File: config.mk
export PLATFORM = sky130hd
export DESIGN_NAME = rx_ctrl_top
export DESIGN_NICKNAME = d
export VERILOG_FILES = /design/src/rtl/rx_ctrl_pkg.sv /design/src/rtl/rx_ctrl_top_uart_rx_byte.sv /design/src/rtl/rx_ctrl_top.sv
export SDC_FILE = /design/constraint.sdc
export NUM_CORES = 1
export LEC_CHECK = 0
export ABC_AREA = 0
export CORE_MARGIN = 2
export CORE_UTILIZATION = 45
export DETAILED_ROUTE_END_ITERATION = 7
export PLACE_DENSITY = 0.67
export SYNTH_ARGS = -nofsm -noshare
export SYNTH_HDL_FRONTEND = slang
export SYNTH_SLANG_ARGS = --single-unit
export TNS_END_PERCENT = 20
File: constraint.sdc
create_clock -name clk_sys -period 5.9 [get_ports clk_sys]
set_clock_uncertainty 0.1 [all_clocks]
set_input_delay 0.885 -clock clk_sys [delete_from_list [all_inputs] [get_ports clk_sys]]
set_output_delay 0.885 -clock clk_sys [all_outputs]
set_load 0.03 [all_outputs]
File: src/rtl/rx_ctrl_pkg.sv
// rx_ctrl_pkg: frame constants shared with the master's tx_ctrl, plus the receiver's FSM state types.
package rx_ctrl_pkg;
    localparam logic [7:0] SYNC_BYTE = 8'h55;
    localparam logic [7:0] BCAST_ID  = 8'hFF;
    typedef enum logic [1:0] {B_IDLE, B_START, B_DATA, B_STOP} bstate_t;
    typedef enum logic [2:0] {F_SYNC, F_DEV, F_MOD, F_ADDR, F_DATA, F_SUM} fstate_t;
endpackage

File: src/rtl/rx_ctrl_top_uart_rx_byte.sv
// uart_rx_byte: 8N1 byte deserialiser with input synchroniser; byte_vld/byte_ferr pulse in the stop-sample cycle.
module uart_rx_byte
    import rx_ctrl_pkg::*;
#(
    parameter int BAUD_DIV = 434
) (
    input  logic       clk_sys,
    input  logic       rst,
    input  logic       rx_ctrl,
    output logic [7:0] byte_data,
    output logic       byte_vld,
    output logic       byte_ferr
);
    localparam int CW = $clog2(BAUD_DIV);
    localparam logic [CW-1:0] HALF_M1 = CW'(BAUD_DIV / 2 - 1);
    localparam logic [CW-1:0] FULL_M1 = CW'(BAUD_DIV - 1);
    logic s0, s1, s2;
    logic [CW-1:0] cnt;
    logic [2:0] bit_idx;
    logic [7:0] sh;
    bstate_t bs;
    logic stop_smp;
    assign stop_smp  = (bs == B_STOP) && (cnt == FULL_M1);
    assign byte_vld  = stop_smp && s1;
    assign byte_ferr = stop_smp && !s1;
    assign byte_data = sh;
    always_ff @(posedge clk_sys) begin
        if (rst) begin
            {s0, s1, s2} <= 3'b111;
            cnt <= '0;
            bit_idx <= '0;
            sh <= '0;
            bs <= B_IDLE;
        end else begin
            {s0, s1, s2} <= {rx_ctrl, s0, s1};
            case (bs)
                B_IDLE: begin
                    cnt <= '0;
                    if (s2 && !s1) bs <= B_START;
                end
                B_START: begin
                    cnt <= cnt + 1'b1;
                    if (cnt == HALF_M1) begin
                        cnt <= '0;
                        bit_idx <= '0;
                        bs <= s1 ? B_IDLE : B_DATA;
                    end
                end
                B_DATA: begin
                    cnt <= cnt + 1'b1;
                    if (cnt == FULL_M1) begin
                        cnt <= '0;
                        sh <= {s1, sh[7:1]};
                        bit_idx <= bit_idx + 1'b1;
                        if (bit_idx == 3'd7) bs <= B_STOP;
                    end
                end
                B_STOP: begin
                    cnt <= cnt + 1'b1;
                    if (stop_smp) begin
                        cnt <= '0;
                        bs <= B_IDLE;
                    end
                end
            endcase
        end
    end
endmodule

File: src/rtl/rx_ctrl_top.sv
// rx_ctrl_top: RS-485 command frame receiver with device filter and inter-byte timeout.
// Define RX_CHKSUM_EN for 6-byte frames with an XOR checksum byte; otherwise frames are 5 bytes.
module rx_ctrl_top
    import rx_ctrl_pkg::*;
#(
    parameter int         BAUD_DIV = 434,
    parameter logic [7:0] DEV_ID   = 8'h01,
    parameter int         TO_BITS  = 20
) (
    input  logic       clk_sys,
    input  logic       rst,
    input  logic       rx_ctrl,
    output logic [7:0] cmdr_dev,
    output logic [7:0] cmdr_mod,
    output logic [7:0] cmdr_addr,
    output logic [7:0] cmdr_data,
    output logic       cmdr_vld,
    output logic       rx_err,
    output logic       rx_busy
);
    localparam int TO_MAX = TO_BITS * BAUD_DIV;
    localparam int TW = $clog2(TO_MAX + 1);
    logic [7:0] byte_data, dev_sh, mod_sh, addr_sh;
    logic byte_vld, byte_ferr, dev_ok;
    logic [TW-1:0] to_cnt;
    fstate_t fs;
`ifdef RX_CHKSUM_EN
    logic [7:0] data_sh;
`endif
    uart_rx_byte #(.BAUD_DIV(BAUD_DIV)) u_rx (
        .clk_sys(clk_sys), .rst(rst), .rx_ctrl(rx_ctrl),
        .byte_data(byte_data), .byte_vld(byte_vld), .byte_ferr(byte_ferr)
    );
    assign dev_ok  = (dev_sh == DEV_ID) || (dev_sh == BCAST_ID);
    assign rx_busy = fs != F_SYNC;
    always_ff @(posedge clk_sys) begin
        if (rst) begin
            {cmdr_dev, cmdr_mod, cmdr_addr, cmdr_data} <= '0;
            {dev_sh, mod_sh, addr_sh} <= '0;
            {cmdr_vld, rx_err} <= 2'b00;
            to_cnt <= '0;
            fs <= F_SYNC;
`ifdef RX_CHKSUM_EN
            data_sh <= '0;
`endif
        end else begin
            cmdr_vld <= 1'b0;
            rx_err <= 1'b0;
            to_cnt <= to_cnt + 1'b1;
            if (byte_ferr) begin
                to_cnt <= '0;
                rx_err <= 1'b1;
                fs <= F_SYNC;
            end else if (byte_vld) begin
                to_cnt <= '0;
                case (fs)
                    F_SYNC: fs <= (byte_data == SYNC_BYTE) ? F_DEV : F_SYNC;
                    F_DEV:  begin dev_sh <= byte_data; fs <= F_MOD; end
                    F_MOD:  begin mod_sh <= byte_data; fs <= F_ADDR; end
                    F_ADDR: begin addr_sh <= byte_data; fs <= F_DATA; end
`ifdef RX_CHKSUM_EN
                    F_DATA: begin data_sh <= byte_data; fs <= F_SUM; end
                    F_SUM: begin
                        fs <= F_SYNC;
                        if (byte_data != (dev_sh ^ mod_sh ^ addr_sh ^ data_sh)) rx_err <= 1'b1;
                        else if (dev_ok) begin
                            {cmdr_dev, cmdr_mod, cmdr_addr, cmdr_data} <= {dev_sh, mod_sh, addr_sh, data_sh};
                            cmdr_vld <= 1'b1;
                        end
                    end
`else
                    F_DATA: begin
                        fs <= F_SYNC;
                        if (dev_ok) begin
                            {cmdr_dev, cmdr_mod, cmdr_addr, cmdr_data} <= {dev_sh, mod_sh, addr_sh, byte_data};
                            cmdr_vld <= 1'b1;
                        end
                    end
`endif
                    default: fs <= F_SYNC;
                endcase
            end else if (fs == F_SYNC) begin
                to_cnt <= '0;
            end else if (to_cnt == TW'(TO_MAX)) begin
                to_cnt <= '0;
                rx_err <= 1'b1;
                fs <= F_SYNC;
            end
        end
    end
endmodule

==> flow_summary.yaml <==
global_route:
  grt_start_max_net_pins: 77
  grt_pass1_vias: 2797
  grt_use_total: 0.1655
  grt_pass1_wl_microns: 13340
  antenna_found_initial: 0
  overflow: 0
placement:
  dp_hpwl_microns: 4982
  numPortBuffers: 37
  place.gp.congestion: 0.7331
die:
  die_h_microns: 99.31
  fp.dieW_microns: 99.31
  die_area_sq_mm: 0.009862
  row_count: 34
  ios: 38
  core-area_sq_mm: 0.008763
  start_util: 0.4664
worst_hold_path:
  min_from: "u_rx.s0"
  min_delay_path_depth: 1
  hold_path.class: "flop to flop"
  worst_hold_path.endpoint: "u_rx.s1"
run_status:
  status: "complete, no violations"
final_layout:
  diodes: 0
  multi_input_area_sq_mm: 0.001909
  drive_above_1_share: 0.1545
  layout_common_cells: "dfxtp_1 (100), nor2_1 (70), nand2_1 (49)"
  area_growth_pct: 14.39
  seqCellArea_sq_mm: 0.002002
  fin_nets: 471
  filler_cell_count: 809
  final_common_cell: "dfxtp_1"
timing:
  hold_viol_final: 0
  drv_slew: 0
  fin_hold_ws_ns: 0.3175
  relSlewSlack: 0.2834
  fin_crit_sh: 0.4725
  fmax_mhz: 358.7
  fin_tns_setup_ns: 0
  setup_viol_count_final: 0
  min_period_ns: 2.788
  rsz0062_at_grt: "false"
  tightest_slew_ns: 1.075
detailed_routing:
  vias: 2885
  antenna_left: 0
  via_per_inst: 5.026
  drt_wl_total_microns: 7633
  dr.pass1.iters: 4
  wl_per_cell_microns: 13.30
  drc_errors: 0
  drtIter0Drc: 106
pwr:
  leakage_nw: 1.701
  power_density_mw_per_mm2: 243.8
  vdd_drop_max_uv: 164.8
worst_setup_path:
  path_buf_inv: 1
  crit_chain: "or3_1 -> clkdlybuf4s50_1"
  cpMaxStageDelayCell: "clkdlybuf4s50_1"
  cpPeakStageDelay_ns: 0.63
  critical_path_class: "flop to primary output"
  r2r_cells: 7
  cp.required_ns: 4.91
  startpoint_type: "flop"
  r2r_start: "u_rx.cnt[0]"
  worstPathArrival_ns: 1.80
  worst-path-max-fanout: 6
  r2r-end: "cmdr_addr[7]"
  rrSetupSlack_ns: 3.29
  crit_family: "buffers and inverters"
  end_kind: "primary output"
synth:
  synth-seq-cells: 100
  ys_warn_count: 0
  syn_area_per_cell_sq_um: 9.484
  synth_area_sq_mm: 0.004088
  seq_area_frac_synth: 0.4897
  yosysTopAreaCellShare: 0.4897
  synth_top_cell_by_area: "dfxtp_1"
  synthTopCellsByArea: "dfxtp_1 (49%), mux2i_1 (8.1%), nor2_1 (6.4%)"
  synth_cell_types: 46
  syn-num-nets: 441
  synth_cells: 431
clocking:
  cts_setup_buffers: 0
  cts.sinks: 100
  clk_latency_ns: 0.36
  cts_root_buf: "clkbuf_8"
  cts_resized: 0
  clockBufferDepth: 2
  cts-buffers-inserted: 9
  htreeDepth: 3
  holdBufCountCts: 0
  cts.reportedPaths.clkPinSlew_ns: 0.09
  cts_tree: "done"
run:
  max_cap_viol_count: 0
==> power by group <==
| part | internal [W] | switching [W] |
|---|---|---|
| registers | 0.000676 | 0.00000153 |
| logic | 0.00000357 | 0.0000111 |
| clock network | 0.000204 | 0.000244 |
| total | 0.000884 | 0.000256 |
==> per-layer routing <==
| layer | global-route usage | part of all wire | up-vias |
|---|---|---|---|
| met5 | 0 | 0 | - |
| met4 | 0.04426 | 0.0034 | 0 |
| met3 | 0.03514 | 0.033 | 2 |
| met2 | 0.2770 | 0.49 | 40 |
| met1 | 0.2179 | 0.48 | 1343 |
| li1 | - | - | 1500 |
==> worst max-delay path by stage <==
stage | start | endpoint | depth (start not counted)
floorplan | rst | cmdr_addr[0] | 3
CTS | fs[0] | rx_busy | 2
detailed placement | u_rx.cnt[0] | cmdr_data[1] | 7
global route | fs[0] | rx_busy | 2
finish | fs[0] | rx_busy | 2
global placement | rst | to_cnt[7] | 4
==> synth_stat cells, drive strengths merged <==
master,count
o211ai,1
nor3b,2
o21ai,1
nand4b,3
a2111oi,1
a22oi,2
nor4,3
nand4,3
a211oi,2
ha,7
nor2,70
nand2,70
and3,3
a2111o,1
or3,4
or2,5
dlygate4sd3,1
and2,1
nor4bb,2
xor2,11
and4,3
dfxtp,100
buf,9
a21oi,35
nand4bb,1
clkbuf,11
inv,9
nand2b,3
o22ai,1
or4b,3
a31oi,3
nor3,5
nand3,14
xnor2,8
mux2i,33
==> metrics by stage <==
stage | utilization | cells | total power (W) | instance area (sq um) | setup WS (ns)
after detailed placement | 0.5099 | 558 | 0.0007082 | 4468 | 3.311
after global routing | 0.5336 | 574 | 0.001183 | 4676 | 3.031
after floorplan | - | 431 | 0.0007062 | 4088 | 3.805
after global placement | 0.5099 | 558 | 0.0007078 | 4468 | 3.382
final | 0.5336 | 574 | 0.001140 | 4676 | 3.112
after CTS | 0.5336 | 574 | 0.001156 | 4676 | 3.086
==> area by class of cell <==
class | instances | area share
multi-input combinational | 301 | 0.4083
timing repair buffer | 40 | 0.08295
clock inverter | 6 | 0.01713
clock buffer | 10 | 0.02729
inverter | 9 | 0.007225
tap | 108 | 0.02890
sequential | 100 | 0.4282
==> logic make-up (layout without fill, tap and decap cells) <==
family          after synthesis  count (layout)  synth area share
flops                       100             100            0.4897
simple gates                195             195            0.2378
mux                          33              33           0.08081
xor+xnor                     19              19           0.04071
fa+ha+maj                     7               7           0.02143
compound gates               47              47           0.08632
buf+inv                      30              65           0.04316
==> flip-flops by register name, indices dropped and copies added, names as in the netlist, 3 cells and up, named ones only <==
signal / count
addr_sh: 8
cmdr_data: 8
to_cnt: 14
u_rx.cnt: 9
fs: 3
dev_sh: 8
cmdr_mod: 8
cmdr_dev: 8
cmdr_addr: 8
mod_sh: 8
u_rx.bit_idx: 3
u_rx.byte_data: 8
(Power assumes the default switching activity.)
